--- src/rtl/loss_gradient_collector_pkg.sv ---
// Shared types and constants for the loss-gradient collector.
// Gradients are signed Q8.8: bit 15 is the sign, 8 integer bits and 8 fraction bits.
// Data passes through the collector unmodified, so no arithmetic helpers live here.
package loss_gradient_collector_pkg;

  localparam int DATA_W = 16;

  typedef enum logic [1:0] {
    IDLE    = 2'd0,
    COLLECT = 2'd1,
    DONE    = 2'd2
  } state_t;

endpackage

--- src/rtl/loss_gradient_collector_grad_col_fifo.sv ---
// Single-column synchronous FIFO holding per-row gradient samples.
// Head data is read from registered storage and is visible as soon as the entry exists.
// The caller only pushes when there is room (or a pop happens in the same cycle) and only pops when non-empty.
module grad_col_fifo #(
  parameter int DATA_W = 16,
  parameter int DEPTH  = 4
) (
  input  logic              clk,
  input  logic              rst,
  input  logic              push,
  input  logic [DATA_W-1:0] push_data,
  input  logic              pop,
  output logic [DATA_W-1:0] head,
  output logic              full,
  output logic              empty
);

  localparam int AW = $clog2(DEPTH);
  localparam logic [AW:0] PTR_ONE = (AW + 1)'(1);

  // One extra pointer bit separates "full" from "empty" when the indices match.
  logic [AW:0]       wr_ptr;
  logic [AW:0]       rd_ptr;
  logic [DATA_W-1:0] mem [DEPTH];

  // Pointer update; both may advance in the same cycle.
  always_ff @(posedge clk) begin
    if (rst) begin
      wr_ptr <= '0;
      rd_ptr <= '0;
    end else begin
      if (push) wr_ptr <= wr_ptr + PTR_ONE;
      if (pop)  rd_ptr <= rd_ptr + PTR_ONE;
    end
  end

  // Sample storage; a push into the slot being popped overwrites it only after the read.
  always_ff @(posedge clk) begin
    if (push) mem[wr_ptr[AW-1:0]] <= push_data;
  end

  assign empty = (wr_ptr == rd_ptr);
  assign full  = (wr_ptr[AW] != rd_ptr[AW]) && (wr_ptr[AW-1:0] == rd_ptr[AW-1:0]);
  assign head  = mem[rd_ptr[AW-1:0]];

endmodule

--- src/rtl/loss_gradient_collector.sv ---
// Deskews the two per-column loss-gradient streams into rows and hands them downstream.
// A row becomes valid the cycle after its later sample is pushed; rows pop on valid && ready.
// Inputs cannot be stalled: samples arriving with no room or beyond the batch are dropped and flagged.
module loss_gradient_collector
  import loss_gradient_collector_pkg::*;
#(
  parameter int DEPTH  = 4,
  parameter int ROWS_W = 8
) (
  input  logic              clk,
  input  logic              rst,
  input  logic              start_in,
  input  logic [ROWS_W-1:0] num_rows_in,
  input  logic [DATA_W-1:0] gradient_1_in,
  input  logic              valid_1_in,
  input  logic [DATA_W-1:0] gradient_2_in,
  input  logic              valid_2_in,
  output logic [DATA_W-1:0] row_1_out,
  output logic [DATA_W-1:0] row_2_out,
  output logic [ROWS_W-1:0] row_index_out,
  output logic              row_valid_out,
  input  logic              row_ready_in,
  output logic              busy_out,
  output logic              done_out,
  output logic              overflow_err_out
);

  localparam logic [ROWS_W-1:0] ROW_ONE = ROWS_W'(1);

  state_t            state;
  state_t            state_next;
  logic [ROWS_W-1:0] num_rows;
  logic [ROWS_W-1:0] rows_emitted;
  logic [ROWS_W-1:0] emitted_next;
  logic [ROWS_W-1:0] accepted_1;
  logic [ROWS_W-1:0] accepted_2;
  logic              err;

  logic [DATA_W-1:0] head_1;
  logic [DATA_W-1:0] head_2;
  logic              full_1, full_2;
  logic              empty_1, empty_2;

  logic collecting;
  logic row_valid;
  logic pop;
  logic ok_1, ok_2;
  logic push_1, push_2;
  logic drop_1, drop_2;
  logic begin_batch;

  assign collecting  = (state == COLLECT);
  assign begin_batch = (state == IDLE) && start_in;
  assign row_valid   = !empty_1 && !empty_2;
  assign pop         = row_valid && row_ready_in;

  // A full FIFO still takes a sample when its head leaves in the same cycle.
  assign ok_1   = (!full_1 || pop) && (accepted_1 < num_rows);
  assign ok_2   = (!full_2 || pop) && (accepted_2 < num_rows);
  assign push_1 = collecting && valid_1_in && ok_1;
  assign push_2 = collecting && valid_2_in && ok_2;
  assign drop_1 = collecting && valid_1_in && !ok_1;
  assign drop_2 = collecting && valid_2_in && !ok_2;

  assign emitted_next = pop ? (rows_emitted + ROW_ONE) : rows_emitted;

  grad_col_fifo #(.DATA_W(DATA_W), .DEPTH(DEPTH)) u_col_1 (
    .clk       (clk),
    .rst       (rst),
    .push      (push_1),
    .push_data (gradient_1_in),
    .pop       (pop),
    .head      (head_1),
    .full      (full_1),
    .empty     (empty_1)
  );

  grad_col_fifo #(.DATA_W(DATA_W), .DEPTH(DEPTH)) u_col_2 (
    .clk       (clk),
    .rst       (rst),
    .push      (push_2),
    .push_data (gradient_2_in),
    .pop       (pop),
    .head      (head_2),
    .full      (full_2),
    .empty     (empty_2)
  );

  // State register.
  always_ff @(posedge clk) begin
    if (rst) state <= IDLE;
    else     state <= state_next;
  end

  // Next state; the batch ends in the same cycle the final row is popped.
  always_comb begin
    state_next = state;
    unique case (state)
      IDLE:    if (start_in) state_next = COLLECT;
      COLLECT: if (emitted_next == num_rows) state_next = DONE;
      DONE:    state_next = IDLE;
      default: state_next = IDLE;
    endcase
  end

  // Batch bookkeeping: row quota, per-column acceptance, emitted rows, sticky drop flag.
  always_ff @(posedge clk) begin
    if (rst) begin
      num_rows     <= '0;
      rows_emitted <= '0;
      accepted_1   <= '0;
      accepted_2   <= '0;
      err          <= 1'b0;
    end else if (begin_batch) begin
      num_rows     <= num_rows_in;
      rows_emitted <= '0;
      accepted_1   <= '0;
      accepted_2   <= '0;
      err          <= 1'b0;
    end else begin
      rows_emitted <= emitted_next;
      if (push_1) accepted_1 <= accepted_1 + ROW_ONE;
      if (push_2) accepted_2 <= accepted_2 + ROW_ONE;
      if (drop_1 || drop_2) err <= 1'b1;
    end
  end

  assign row_valid_out    = row_valid;
  assign row_1_out        = row_valid ? head_1 : '0;
  assign row_2_out        = row_valid ? head_2 : '0;
  assign row_index_out    = rows_emitted;
  assign busy_out         = collecting;
  assign done_out         = (state == DONE);
  assign overflow_err_out = err;

endmodule

--- config.mk ---
export PLATFORM = sky130hd
export DESIGN_NAME = loss_gradient_collector
export DESIGN_NICKNAME = d
export VERILOG_FILES = /design/src/rtl/loss_gradient_collector_pkg.sv /design/src/rtl/loss_gradient_collector_grad_col_fifo.sv /design/src/rtl/loss_gradient_collector.sv
export SDC_FILE = /design/constraint.sdc
export NUM_CORES = 1
export LEC_CHECK = 0
export BUFFER_PORTS_ARGS = -buffer_cell sky130_fd_sc_hd__buf_4
export CAP_MARGIN = 15
export CORE_ASPECT_RATIO = 0.75
export CORE_MARGIN = 2
export CORE_UTILIZATION = 58
export DETAILED_ROUTE_END_ITERATION = 12
export PLACE_DENSITY_LB_ADDON = 0.08
export SYNTH_ARGS = -nofsm -noshare
export SYNTH_HDL_FRONTEND = slang
export SYNTH_SLANG_ARGS = --single-unit
--- constraint.sdc ---
create_clock -name clk -period 3.8 [get_ports clk]
set_clock_uncertainty 0.05 [all_clocks]
set_input_delay 0.38 -clock clk [delete_from_list [all_inputs] [get_ports clk]]
set_output_delay 0.38 -clock clk [all_outputs]
set_load 0.05 [all_outputs]
# Word level (Yosys, flattened, before mapping)
# Memory sizes are Yosys's and may differ from the RTL's. A register that Yosys moved wholly into a read port is not among the register bits.
# Index checks and enable logic that the tools add are counted.
[word_totals]
register_bits = 47
mem_bits_rw = 128
in_bits = 46
word_cells = 71
memories = 2
[op_classes]
addsub = 7
magnitude_cmp = 2
eq_ne = 11
muxes = 14
reduce_logical = 25
[mem_list]
columns = ["memory", "words", "word_bits", "read_ports", "rd_ports_with_merged_regs", "write_ports", "line", "source"]
rows = [
  ["u_col_1.mem", 4, 16, 1, 1, 1, "loss_gradient_collector_grad_col_fifo.sv:24", "logic [DATA_W-1:0] mem [DEPTH];"],
  ["u_col_2.mem", 4, 16, 1, 1, 1, "loss_gradient_collector_grad_col_fifo.sv:24", ""],
]
[ops]
columns = ["op", "count"]
rows = [
  ["$mux W16", 2],
  ["$add A8 B1 Y8 const B", 3],
  ["$lt A8 B8 Y1", 2],
  ["$logic_and A1 B1 Y1", 13],
  ["$add A3 B1 Y3 const B", 4],
  ["$mux W2", 6],
  ["$eq A8 B8 Y1", 1],
  ["$mux W8", 1],
  ["$eq A3 B3 Y1", 2],
  ["$logic_not A1 Y1", 6],
  ["$eq A2 B2 Y1", 2],
  ["$mux W1", 4],
  ["$pmux W2 S2", 1],
  ["$logic_or A1 B1 Y1", 3],
  ["$eq A2 B1 Y1 const B", 1],
  ["$eq A2 B2 Y1 const B", 1],
  ["$logic_not A2 Y1", 1],
  ["$ne A1 B1 Y1", 2],
  ["$ne A2 B1 Y1 const B", 1],
  ["$ne A2 B2 Y1 const B", 1],
  ["$reduce_and A2 Y1", 1],
  ["$reduce_or A2 Y1", 1],
]

# Depth between registers and ports, before layout
# Gate-level depths: netlist of the first run.
[logic_depth]
ltp_word = 9
ltp_mapped = 10
depth_no_buf = 8

# Modules after synthesis
# A second synthesis of the first run with hierarchy kept.
[unflattened]
hier_cells = 511
area_unflattened_um2 = 7739.9
[modules_own_cells]
columns = ["mod", "n_inst", "cells_per_inst", "area_per_inst_um2"]
rows = [
  ["grad_col_fifo", 2, 124, 2745.1],
  ["loss_gradient_collector", 1, 263, 2249.7],
]

# Worst setup path after synthesis of the first run
# No wires, ideal clock.
[synth_timing]
path_kind = "flip-flop to flip-flop"
from = "register state[0]"
to = "memory u_col_2.mem[0][0] (enable)"
setup_time_ns = 0.389
arrival_time_ns = 2.652
required_time_ns = 3.361
setup_slack_ns = 0.710
path_stages_with_launch = 6
path_buffers = 2
synth_period_minus_slack_ns = 3.090
cell_sequence = "dfxtp_1 nor2b_1 o2111ai_1 buf_2 buf_2 nor2_1"
[synth_via]
elab_chain_len = 5
[synth_lines]
columns = ["element", "line", "source"]
rows = [
  ["from (decl)", "loss_gradient_collector.sv:30", "state_t state;"],
  ["from (signal assigned)", "loss_gradient_collector.sv:92", "else state <= state_next;"],
  ["$eq A2 B1 Y1", "loss_gradient_collector.sv:52", "assign collecting = (state == COLLECT);"],
  ["via busy_out", "loss_gradient_collector.sv:23", "output logic busy_out,"],
  ["$logic_and A1 B1 Y1 (2 in series)", "loss_gradient_collector.sv:61", "assign push_2 = collecting && valid_2_in && ok_2;"],
  ["$mux W1", "loss_gradient_collector_grad_col_fifo.sv:39", "if (push) mem[wr_ptr[AW-1:0]] <= push_data;"],
  ["$mux W1 (not written as such)", "loss_gradient_collector_grad_col_fifo.sv:39", ""],
  ["to (decl)", "loss_gradient_collector_grad_col_fifo.sv:24", ""],
]
# The timed path passes the listed nets, and every way through them passes these cells.

# Worst setup path in the final report of the first run
[layout_timing]
from = "register num_rows[5]"
to = "memory u_col_2.mem[2][1] (enable)"
[layout_via]
elab_chain_len = 5
[layout_lines]
columns = ["element", "line", "source"]
rows = [
  ["from (decl)", "loss_gradient_collector.sv:32", "logic [ROWS_W-1:0] num_rows;"],
  ["from (signal assigned)", "loss_gradient_collector.sv:115", "num_rows <= num_rows_in;"],
  ["$lt A8 B8 Y1", "loss_gradient_collector.sv:59", "assign ok_2 = (!full_2 || pop) && (accepted_2 < num_rows);"],
  ["$logic_and A1 B1 Y1", "loss_gradient_collector.sv:59", ""],
  ["$logic_and A1 B1 Y1", "loss_gradient_collector.sv:61", ""],
  ["$mux W1", "loss_gradient_collector_grad_col_fifo.sv:39", ""],
  ["$mux W1 (not written as such)", "loss_gradient_collector_grad_col_fifo.sv:39", ""],
]
# Every way passes these cells.

==> results of run 1 <==
[power groups by stage]
| stage | logic, mW | clock network [mW] | registers [mW] |
|---|---|---|---|
| global route | 0.357 | 1.88 | 2.16 |
| CTS | 0.328 | 1.81 | 2.15 |
| global placement | 0.321 | 0 | 2.19 |
| floorplan | 0.200 | 0 | 2.19 |
| detailed placement | 0.327 | 0 | 2.20 |
| finish | 0.328 | 1.77 | 2.15 |
[worst min-delay path by stage]
| stage | start | endpoint | slack, ns |
|---|---|---|---|
| CTS | gradient_1_in[3] | u_col_1.mem[3][3] | 0.09 |
| floorplan | accepted_1[7] | accepted_1[7] | 0.41 |
| global placement | accepted_1[7] | accepted_1[7] | 0.42 |
| global route | gradient_1_in[2] | u_col_1.mem[2][2] | 0.09 |
| detailed placement | accepted_2[6] | accepted_2[6] | 0.45 |
| finish | gradient_1_in[3] | u_col_1.mem[2][3] | 0.11 |
[cells by family (layout without fill, tap and decap cells)]
kind of cell	Yosys count	in the layout	share of synthesized area
AO/OA/AOI/OAI	57	57	0.0463
XOR/XNOR	34	34	0.0427
adder cells (fa/ha/maj)	27	27	0.0444
buffers and inverters	49	158	0.0251
flip-flops	179	179	0.639
multiplexers	38	38	0.103
AND/OR/NAND/NOR	142	142	0.100
[layout make-up]
class                      count  share of cell area
clock buffer                  17              0.0467
clock inverter                15              0.0202
inverter                      22             0.00906
multi-input combinational    298               0.281
sequential                   179               0.534
tap                          171              0.0235
timing repair buffer         104              0.0857
[flip-flops by register name, indices dropped and copies added (netlist names), named ones only]
name	cells
state	2
u_col_1.mem	64
u_col_1.wr_ptr	3
accepted_2	8
overflow_err_out	1
u_col_2.wr_ptr	3
u_col_2.rd_ptr	3
row_index_out	8
u_col_2.mem	64
u_col_1.rd_ptr	3
accepted_1	8
num_rows	8
[stage by stage]
| stage | instance area (um^2) | power (mW) |
|---|---|---|
| 2_1_floorplan | 7610 | 2.39 |
| 3_3_place_gp | 8500 | 2.51 |
| 3_5_place_dp | 8500 | 2.52 |
| 4_1_cts | 9110 | 4.29 |
| 5_1_grt | 9110 | 4.40 |
| 6_report | 9110 | 4.25 |
[worst max-delay path, cell delays in order, from the launching register on]
cell,delay [ns]
dfxtp_1,0.36
inv_1,0.08
ha_1,0.31
a21o_1,0.16
a21o_1,0.18
a221oi_2,0.28
o2111ai_1,0.14
buf_4,0.22
nor2_1,0.41
buf_4,0.29
[routing by layer]
| metal | vias to the layer above | GRT usage | share of wire |
|---|---|---|---|
| li1 | 2167 | - | - |
| met3 | 20 | 0.0570 | 0.049 |
| met5 | - | 0 | 0 |
| met2 | 122 | 0.350 | 0.47 |
| met1 | 2247 | 0.317 | 0.46 |
| met4 | 0 | 0.0729 | 0.016 |
[synthesized netlist by cell type, drive strengths merged]
cell type and n:
ha 27, a21o 8, inv 22, xor2 9, or4 5, xnor2 23, a22o 1, o21ai 18
a21oi 19, a31oi 1, xnor3 2, nor2 34, dfxtp 51, or3 10, nand2 23, nand4 6
and4 2, or2 1, o21bai 1, mux4 32, nor3b 1, nor3 2, a221oi 2, nand2b 3
buf 7, mux2i 6, o2111ai 2, nand3 13, and3 36, and2 3, edfxtp 128, nor2b 3
o31ai 5, clkbuf 20
==> summary.md, run 1 <==
| Metric | Value |
|---|---|
| Most frequent cells in the layout | 128 x edfxtp_1, 104 x buf_4, 51 x dfxtp_1 |
| Number of global-route vias before repair | 4545 |
| Placed insts | 774 |
| Slew headroom | 0.441 |
| Netlist Area Pre-Place | 7610 um^2 |
| CTS Hold Buffers Added | 0 |
| R2R depth | 9 |
| Setup Viol. Count Final | 0 |
| Iteration-0 DRC Markers | 280 |
| CTS resizes | 0 |
| Clock Path Buffers | 2 |
| Final Max Slew Viols | 0 |
| Post-DR vias/cell | 5.65 |
| Layout cells sized above 1 | 0.269 |
| TritonCTS Buffers | 17 |
| Switch Pwr | 0.947 mW |
| Sw frac | 0.223 |
| Buffers added on ports | 89 |
| Global-route wire length before repair | 23.5 mm |
| Post-CTS setup buffers | 0 |
| Residual DRC | 0 |
| Site Rows | 36 |
| Share of Yosys cell area claimed by the top area cell type | 0.505 |
| Commonest non-fill, non-tap cell in the layout | edfxtp_1 |
| Nature of the critical path endpoint | register |
| Clock power share | 0.416 |
| Leading area contributor after synthesis | edfxtp_1 |
| Clock Latency Late Sink | 0.42 ns |
| Fin cells | 806 |
| R2R setup slack | 0.99 ns |
| Mapped Cells | 526 |
| Place WS | 1.00 ns |
| CTS Root Cell | clkbuf_16 |
| # nets final | 695 |
| Gpl congestion | 0.825 |
| Routed Antenna Nets | 0 |
| Critical Path Source | num_rows[5] |
| Detailed Routing Iterations Pass 1 | 4 |
| Pwr dens | 467 nW/um^2 |
| Startpoint types | register |
| Pin count of the biggest net entering global routing | 40 |
| Synth Warn # | 0 |
| FF-to-FF End | u_col_2.mem[2][1] |
| Syn_area_per_cell | 14.5 um^2 |
| Clock Pin Slew Worst Setup and Hold Paths | 0.07 ns |
| FF+latch count, synth | 179 |
| Fin crit period | 2.81 ns |
| Synth top area cells | edfxtp_1 50%, dfxtp_1 13%, mux4_2 9.5%, ha_1 4.4%, and3_1 3.0% |
| Fmax | 0.356 GHz |
| Crit path DAT | 2.87 ns |
| Measured slew at the worst slew-check pin | 0.837 ns |
| Library cells used by synthesis | 38 |
| CTS sink count | 179 |
| Crit Path Category | reg2reg |
| Vias | 4556 |
| Syn nets | 599 |
| Sequential area share after synthesis | 0.639 |
| Area of the multi-input gates | 2560 um^2 |
| Die Span Y | 103 um |
| Internal power | 3.30 mW |
| Layout area overhead | 19.6% |
| N_diodes | 0 |
| Storage element area | 4860 um^2 |
| CP max FO | 22 |
| Reg2reg start | num_rows[5] |
| Total Neg Setup Slack | 0 ns |
| Die X | 136 um |
| WHS | 0.112 ns |
| Logic pwr share | 0.077 |
| Final Hold Viols | 0 |
| Sequential fraction of design power | 0.507 |
| DIE AREA | 14100 um^2 |
| Fin crit share | 0.738 |
| Initial Util | 0.591 |
| Core ar. | 12900 um^2 |
| H-tree Lvls | 4 |
| RSZ-0062 raised after global routing | false |
| Leakage power | 3.47 nW |
| Post-Route WL | 14.8 mm |
| Routed wire per std cell | 18.4 um |
| DP HPWL | 9.71 mm |
| CP endpoint | u_col_2.mem[2][1] |
| Status | complete, no violations |
| Setup ws final | 0.995 ns |
| Req. time, crit path | 3.86 ns |
| Ports | 90 |
| Worst IR drop on VDD | 0.000368 V |
| Fillers | 893 |
| Hold depth | 1 |
| Worst Hold Class | in2reg |
| GRT Total Usage | 0.225 |
| Max cap viols | 0 |
| Initial antenna violation count | 0 |
| Congestion Overflow GR | 0 |
| CTS tree | done |
| Utilization after layout | 0.707 |
Power figures use the tool's default switching activity.
==> run 2: changes to the inputs <==
--- a/config.mk
+++ b/config.mk
@@ -9,7 +9,7 @@
 export CAP_MARGIN = 15
 export CORE_ASPECT_RATIO = 0.75
 export CORE_MARGIN = 2
-export CORE_UTILIZATION = 58
+export CORE_UTILIZATION = 52
 export DETAILED_ROUTE_END_ITERATION = 12
 export PLACE_DENSITY_LB_ADDON = 0.08
 export SYNTH_ARGS = -nofsm -noshare
==> constraint.sdc (replaced) <==
create_clock -name clk -period 2.5 [get_ports clk]
set_clock_uncertainty 0.05 [all_clocks]
set_input_delay 0.25 -clock clk [delete_from_list [all_inputs] [get_ports clk]]
set_output_delay 0.25 -clock clk [all_outputs]
set_load 0.05 [all_outputs]
==> run 2 against run 1 <==
Global-route usage shrank 0.98 points. Critical path depth stayed put. Sequential power up 52%. Flip-flop and latch count unchanged. Critical endpoint is now accepted_1[5]. Sequential share of layout area down 4.5 points. Largest power group unchanged. Setup slack worse by 0.93 ns. Register-to-register slack got worse by 0.93 ns. Critical path type unchanged. Total power is 54% higher. Clock power grew 49%.
==> summary.md, run 2 (synthesis gave the netlist of run 1 again) <==
| Metric | Value |
|---|---|
| Status | complete, no violations (unchanged) |
| CP top delay family | compound AO/OA/AOI/OAI gates (unchanged) |
| Layout area overhead | 30.9% (was 19.6%) |
| R2R setup slack | 0.07 ns (was 0.99 ns) |
| Die Span Y | 109 um (was 103 um) |
| CTS Root Cell | clkbuf_16 (unchanged) |
| Gpl congestion | 0.873 (was 0.825) |
| Fin crit period | 2.43 ns (was 2.81 ns) |
| Pin count of the biggest net entering global routing | 40 (unchanged) |
| Vias | 4771 (was 4556) |
| Max cap viols | 0 (unchanged) |
| FF-to-FF End | accepted_1[5] (was u_col_2.mem[2][1]) |
| Core ar. | 14400 um^2 (was 12900 um^2) |
| Pwr Total | 6.54 mW (was 4.25 mW) |
| DIE AREA | 15600 um^2 (was 14100 um^2) |
| Hold path start | rst (was gradient_1_in[3]) |
| R2R depth | 9 (unchanged) |
| # nets final | 749 (was 695) |
| Crit Path Category | reg2reg (unchanged) |
| TritonCTS Buffers | 17 (unchanged) |
| Utilization after layout | 0.692 (was 0.707) |
| Fillers | 1001 (was 893) |
| Fin crit share | 0.973 (was 0.738) |
| Number of global-route vias before repair | 4649 (was 4545) |
| Die X | 144 um (was 136 um) |
| Post-Route WL | 16.0 mm (was 14.8 mm) |
| Most frequent CP cell | a21o_1 |
| Critical Path Source | num_rows[5] (unchanged) |
| Initial antenna violation count | 0 (unchanged) |
| Most frequent cells in the layout | 128 x edfxtp_1, 102 x buf_4, 47 x dfxtp_1 (was 128 x edfxtp_1, 104 x buf_4, 51 x dfxtp_1) |
| Worst IR drop on VDD | 0.000492 V (was 0.000368 V) |
| CTS tree | done (unchanged) |
| Hold path endpoint | u_col_2.wr_ptr[2] (was u_col_1.mem[2][3]) |
| Clock Latency Late Sink | 0.43 ns (was 0.42 ns) |
| Ports | 90 (unchanged) |
| Slew headroom | 0.582 (was 0.441) |
| Iteration-0 DRC Markers | 295 (was 280) |
| DP HPWL | 10.1 mm (was 9.71 mm) |
| Initial Util | 0.529 (was 0.591) |
| Leakage power | 3.75 nW (was 3.47 nW) |
| Site Rows | 38 (was 36) |
| GRT Total Usage | 0.215 (was 0.225) |
| RSZ-0062 raised after global routing | true (was false) |
| Detailed Routing Iterations Pass 1 | 5 (was 4) |
| Clock Path Buffers | 2 (unchanged) |
| Crit path DAT | 2.74 ns (was 2.87 ns) |
| Clock Pin Slew Worst Setup and Hold Paths | 0.07 ns (about the same) |
| Reg2reg start | num_rows[5] (unchanged) |
| Setup Viol. Count Final | 0 (unchanged) |
| N_diodes | 0 (unchanged) |
| CTS sink count | 179 (unchanged) |
| Fmax | 0.411 GHz (was 0.356 GHz) |
| CP bufs+invs | 2 (was 3) |
| CP cell instances | inv_4 > ha_4 > a21o_1 > a21o_1 > a221oi_2 > o2111ai_2 > buf_4 > or4_4 > a21oi_2 (was inv_1 > ha_1 > a21o_1 > a21o_1 > a221oi_2 > o2111ai_1 > buf_4 > nor2_1 > buf_4) |
| Congestion Overflow GR | 0 (unchanged) |
| Measured slew at the worst slew-check pin | 0.628 ns (was 0.837 ns) |
| Layout cells sized above 1 | 0.316 (was 0.269) |
| Routed wire per std cell | 18.0 um (was 18.4 um) |
| Final Max Slew Viols | 0 (unchanged) |
| Residual DRC | 0 (unchanged) |
| Commonest non-fill, non-tap cell in the layout | edfxtp_1 (unchanged) |
| Worst Hold Class | in2reg (unchanged) |
| Routed Antenna Nets | 0 (unchanged) |
| Startpoint types | register (unchanged) |
| Pwr dens | 656 nW/um^2 (was 467 nW/um^2) |
| Hold depth | 2 (was 1) |
| Req. time, crit path | 2.81 ns (was 3.86 ns) |
| Post-DR vias/cell | 5.37 (was 5.65) |
| CP max FO | 6 (was 22) |
| Nature of the critical path endpoint | register (unchanged) |
| Final Hold Viols | 0 (unchanged) |
| H-tree Lvls | 4 (unchanged) |
| Peak per-stage delay on the critical path | 0.52 ns (was 0.41 ns) |
| Global-route wire length before repair | 24.6 mm (was 23.5 mm) |
| Buffers added on ports | 89 (unchanged) |
| Slowest cell on crit path | or4_4 (was nor2_1) |
## run 2: stage by stage
| step | hold slack [ns] | setup TNS, ns | std cells | area [um^2] | worst slack (ns) |
|---|---|---|---|---|---|
| after floorplan | 0.299 | 0 | 526 | 7720 | 0.00229 |
| after CTS | 0.0706 | 0 | 885 | 9820 | 0.0342 |
| after global placement | 0.401 | 0 | 807 | 8740 | 0.0415 |
| after global routing | 0.0920 | -0.209 | 889 | 9970 | -0.0272 |
| after detailed placement | 0.405 | -0.407 | 807 | 8740 | -0.0148 |
| final | 0.0872 | 0 | 889 | 9970 | 0.0686 |
## run 2: how the worst max path moves through the flow
stage / to / depth (start not counted)
after floorplan: u_col_1.mem[3][0] / 9
after global placement: u_col_1.mem[3][3] / 9
after detailed placement: u_col_1.mem[3][8] / 9
after CTS: accepted_1[5] / 9
after global routing: u_col_2.mem[3][11] / 9
final: accepted_1[5] / 9
## run 2: report_power, final
part | internal (mW) | total (mW) | switching, mW | leakage [nW]
Combinational | 0.275 | 0.626 | 0.351 | 1.89
Clock | 1.42 | 2.64 | 1.22 | 0.292
Sequential | 3.24 | 3.27 | 0.0320 | 1.57
Total | 4.94 | 6.54 | 1.60 | 3.75
## run 2: final cells by class
cell class                      instances  area, um^2  share of cell area
Clock buffer                           17         425              0.0427
Inverter                               22        85.1             0.00854
Sequential cell                       179        4870               0.489
Tap cell                              200         250              0.0251
Clock inverter                         15         168              0.0168
Multi-Input combinational cell        298        2730               0.274
Timing Repair Buffer                  158        1440               0.144
## run 2: repair_timing
item	4_1_cts	5_1_grt
hold buffers	40	0
pin swaps	4	12
gates resized for setup	5	21
gates cloned	2	2
buffers inserted	4	2
hold endpoints to repair	136	0
setup endpoints to repair	64	130
## run 2: metal layers
metal,GRT usage,vias up,wire [um]
li1,-,2287,-
met5,0,-,0
met2,0.322,121,7250
met1,0.314,2348,7730
met3,0.0518,15,792
met4,0.0707,0,193
==> run 3: changes to the inputs <==
--- a/config.mk
+++ b/config.mk
@@ -9,7 +9,7 @@
 export CAP_MARGIN = 15
 export CORE_ASPECT_RATIO = 0.75
 export CORE_MARGIN = 2
-export CORE_UTILIZATION = 52
+export CORE_UTILIZATION = 58
 export DETAILED_ROUTE_END_ITERATION = 12
 export PLACE_DENSITY_LB_ADDON = 0.08
 export SYNTH_ARGS = -nofsm -noshare
==> constraint.sdc (replaced) <==
create_clock -name clk -period 2.44 [get_ports clk]
set_clock_uncertainty 0.05 [all_clocks]
set_input_delay 0.244 -clock clk [delete_from_list [all_inputs] [get_ports clk]]
set_output_delay 0.244 -clock clk [all_outputs]
set_load 0.05 [all_outputs]
==> run 3 against run 2 <==
The flow now finishes with violations (setup timing). Sequential share of layout area shrank 0.47 points. Routed wire length grew 2.4%. Fmax shrank 2.8%. Count of clock-buffer cells in the layout up 4. Sequential power up 2%. Combinational power up 11%. Critical path depth unchanged. Largest cell class unchanged. Highest routed layer unchanged.
==> summary.md, run 3 (synthesis gave the netlist of run 1 again) <==
| Metric | Value |
|---|---|
| Status | complete, but fails checks (was complete, no violations) |
| Failing checks | setup timing |
| Startpoint types | register (unchanged) |
| Slew headroom | 0.547 (was 0.582) |
| Initial Util | 0.591 (was 0.529) |
| Routed wire per std cell | 18.9 um (was 18.0 um) |
| Leakage power | 3.81 nW (was 3.75 nW) |
| Setup Viol. Count Final | 83 (was 0) |
| Req. time, crit path | 2.74 ns (was 2.81 ns) |
| Setup ws final | -0.0622 ns (was 0.0686 ns) |
| Fin crit share | 1.03 (was 0.973) |
| CTS tree | done (unchanged) |
| CTS Root Cell | clkbuf_16 (unchanged) |
| CP cell instances | inv_4 > ha_4 > a21o_1 > a21o_1 > a221oi_4 > o2111ai_4 > buf_6 > or4_1 > a21oi_1 (was inv_4 > ha_4 > a21o_1 > a21o_1 > a221oi_2 > o2111ai_2 > buf_4 > or4_4 > a21oi_2) |
| Most frequent cells in the layout | 128 x edfxtp_1, 103 x buf_4, 47 x dfxtp_1 (was 128 x edfxtp_1, 102 x buf_4, 47 x dfxtp_1) |
| Layout area overhead | 32.2% (was 30.9%) |
| Number of global-route vias before repair | 4910 (was 4649) |
| WHS | 0.0581 ns (was 0.0872 ns) |
| Clock Latency Late Sink | 0.42 ns (was 0.43 ns) |
| Ports | 90 (unchanged) |
| Die Span Y | 103 um (was 109 um) |
| Nature of the critical path endpoint | register (unchanged) |
| Pwr Total | 6.66 mW (was 6.54 mW) |
| Residual DRC | 0 (unchanged) |
| Max cap viols | 0 (unchanged) |
| Site Rows | 36 (was 38) |
| Worst Hold Class | in2reg (unchanged) |
| Worst IR drop on VDD | 0.000718 V (was 0.000492 V) |
| Pwr dens | 661 nW/um^2 (was 656 nW/um^2) |
| Final Max Slew Viols | 0 (unchanged) |
| Most frequent CP cell | a21o_1 (unchanged) |
| CTS sink count | 179 (unchanged) |
| Post-Route WL | 16.3 mm (was 16.0 mm) |
| Congestion Overflow GR | 0 (unchanged) |
| Buffers added on ports | 89 (unchanged) |
| Slowest cell on crit path | or4_1 (was or4_4) |
| Global-route wire length before repair | 25.3 mm (was 24.6 mm) |
| Post-DR vias/cell | 5.65 (was 5.37) |
| Detailed Routing Iterations Pass 1 | 5 (unchanged) |
| DP HPWL | 9.73 mm (was 10.1 mm) |
| Gpl congestion | 0.787 (was 0.873) |
| TritonCTS Buffers | 17 (unchanged) |
| Routed Antenna Nets | 0 (unchanged) |
| Fillers | 772 (was 1001) |
| Clock Pin Slew Worst Setup and Hold Paths | 0.07 ns (about the same) |
| Peak per-stage delay on the critical path | 0.52 ns (about the same) |
| Final Hold Viols | 0 (unchanged) |
| GRT Total Usage | 0.242 (was 0.215) |
| H-tree Lvls | 4 (unchanged) |
| Crit path DAT | 2.80 ns (was 2.74 ns) |
| Fmax | 0.400 GHz (was 0.411 GHz) |
| Fin cells | 866 (was 889) |
| Core ar. | 12900 um^2 (was 14400 um^2) |
| Die X | 136 um (was 144 um) |
| Layout cells sized above 1 | 0.325 (was 0.316) |
| DIE AREA | 14100 um^2 (was 15600 um^2) |
| Commonest non-fill, non-tap cell in the layout | edfxtp_1 (unchanged) |
| Initial antenna violation count | 0 (unchanged) |
| Clock Path Buffers | 2 (unchanged) |
| Iteration-0 DRC Markers | 304 (was 295) |
| Fin crit period | 2.50 ns (was 2.43 ns) |
| Pin count of the biggest net entering global routing | 40 (unchanged) |
| # nets final | 755 (was 749) |
| Placed insts | 780 (was 807) |
| Crit Path Category | reg2reg (unchanged) |
| N_diodes | 0 (unchanged) |
| RSZ-0062 raised after global routing | true (unchanged) |
| CP max FO | 5 (was 6) |
| Measured slew at the worst slew-check pin | 0.678 ns (was 0.628 ns) |
| Vias | 4894 (was 4771) |
==> run 3: cell count changes in the layout (fill, tap and decap cells not counted), sizes merged <==
cell	previous run	this run
inv	31	23
clkinv	5	7
clkbuf	18	24
clkinvlp	0	2
buf	116	121
bufbuf	1	0
==> run 3: worst max-delay path, delay by kind of cell, from the launching register on <==
kind	cells	cell delay [ns]
AO/OA/AOI/OAI	5	1.03
adder cells (fa/ha/maj)	1	0.23
buffers and inverters	2	0.25
flip-flops	1	0.35
AND/OR/NAND/NOR	1	0.52
==> run 3: metrics by stage <==
| stage | TNS [ns] | setup slack [ns] | utilization | area [um^2] |
|---|---|---|---|---|
| floorplan | -0.168 | -0.00625 | - | 7730 |
| global placement | 0 | 0.0566 | 0.679 | 8750 |
| detailed placement | -0.937 | -0.0384 | 0.679 | 8750 |
| CTS | 0 | 0.00712 | 0.767 | 9880 |
| global route | -8.87 | -0.115 | 0.781 | 10100 |
| finish | -0.749 | -0.0622 | 0.781 | 10100 |
==> run 3: per-layer routing <==
layer,wire length (um),GRT usage
met3,730,0.0502
met1,7160,0.324
met2,8220,0.406
met4,232,0.0753
met5,0,0
==> run 3: repair_timing <==
action / CTS / global route
hold endpoints to repair: 136 / 0
hold buffers: 40 / 0
buffers inserted: 8 / 2
pin swaps: 6 / 18
cloned: 2 / 2
gates resized for setup: 10 / 27
endpoints found under the setup margin: 64 / 145
==> run 3: layout make-up <==
class	instances	area, um^2	share of cell area
Clock buffer	21	470	0.0467
Sequential cell	179	4870	0.484
Inverter	22	85.1	0.00845
Multi-Input combinational cell	298	2760	0.274
Clock inverter	11	104	0.0103
Tap cell	171	214	0.0213
Timing Repair Buffer	164	1560	0.155
==> run 3: path summary, 6_finish.rpt <==
path	start	endpoint	slack [ns]	cells after the start
worst min-delay path	valid_2_in	overflow_err_out	0.06	3
worst max register to register	num_rows[5]	accepted_2[7]	-0.06	9
worst min register to register	accepted_1[7]	accepted_1[7]	0.48	2
worst max-delay path	num_rows[5]	accepted_2[7]	-0.06	9
==> run 3: report_power, final <==
part           switching [mW]  internal, mW
registers              0.0319          3.32
clock network            1.12          1.49
logic                   0.372         0.323
total                    1.52          5.14
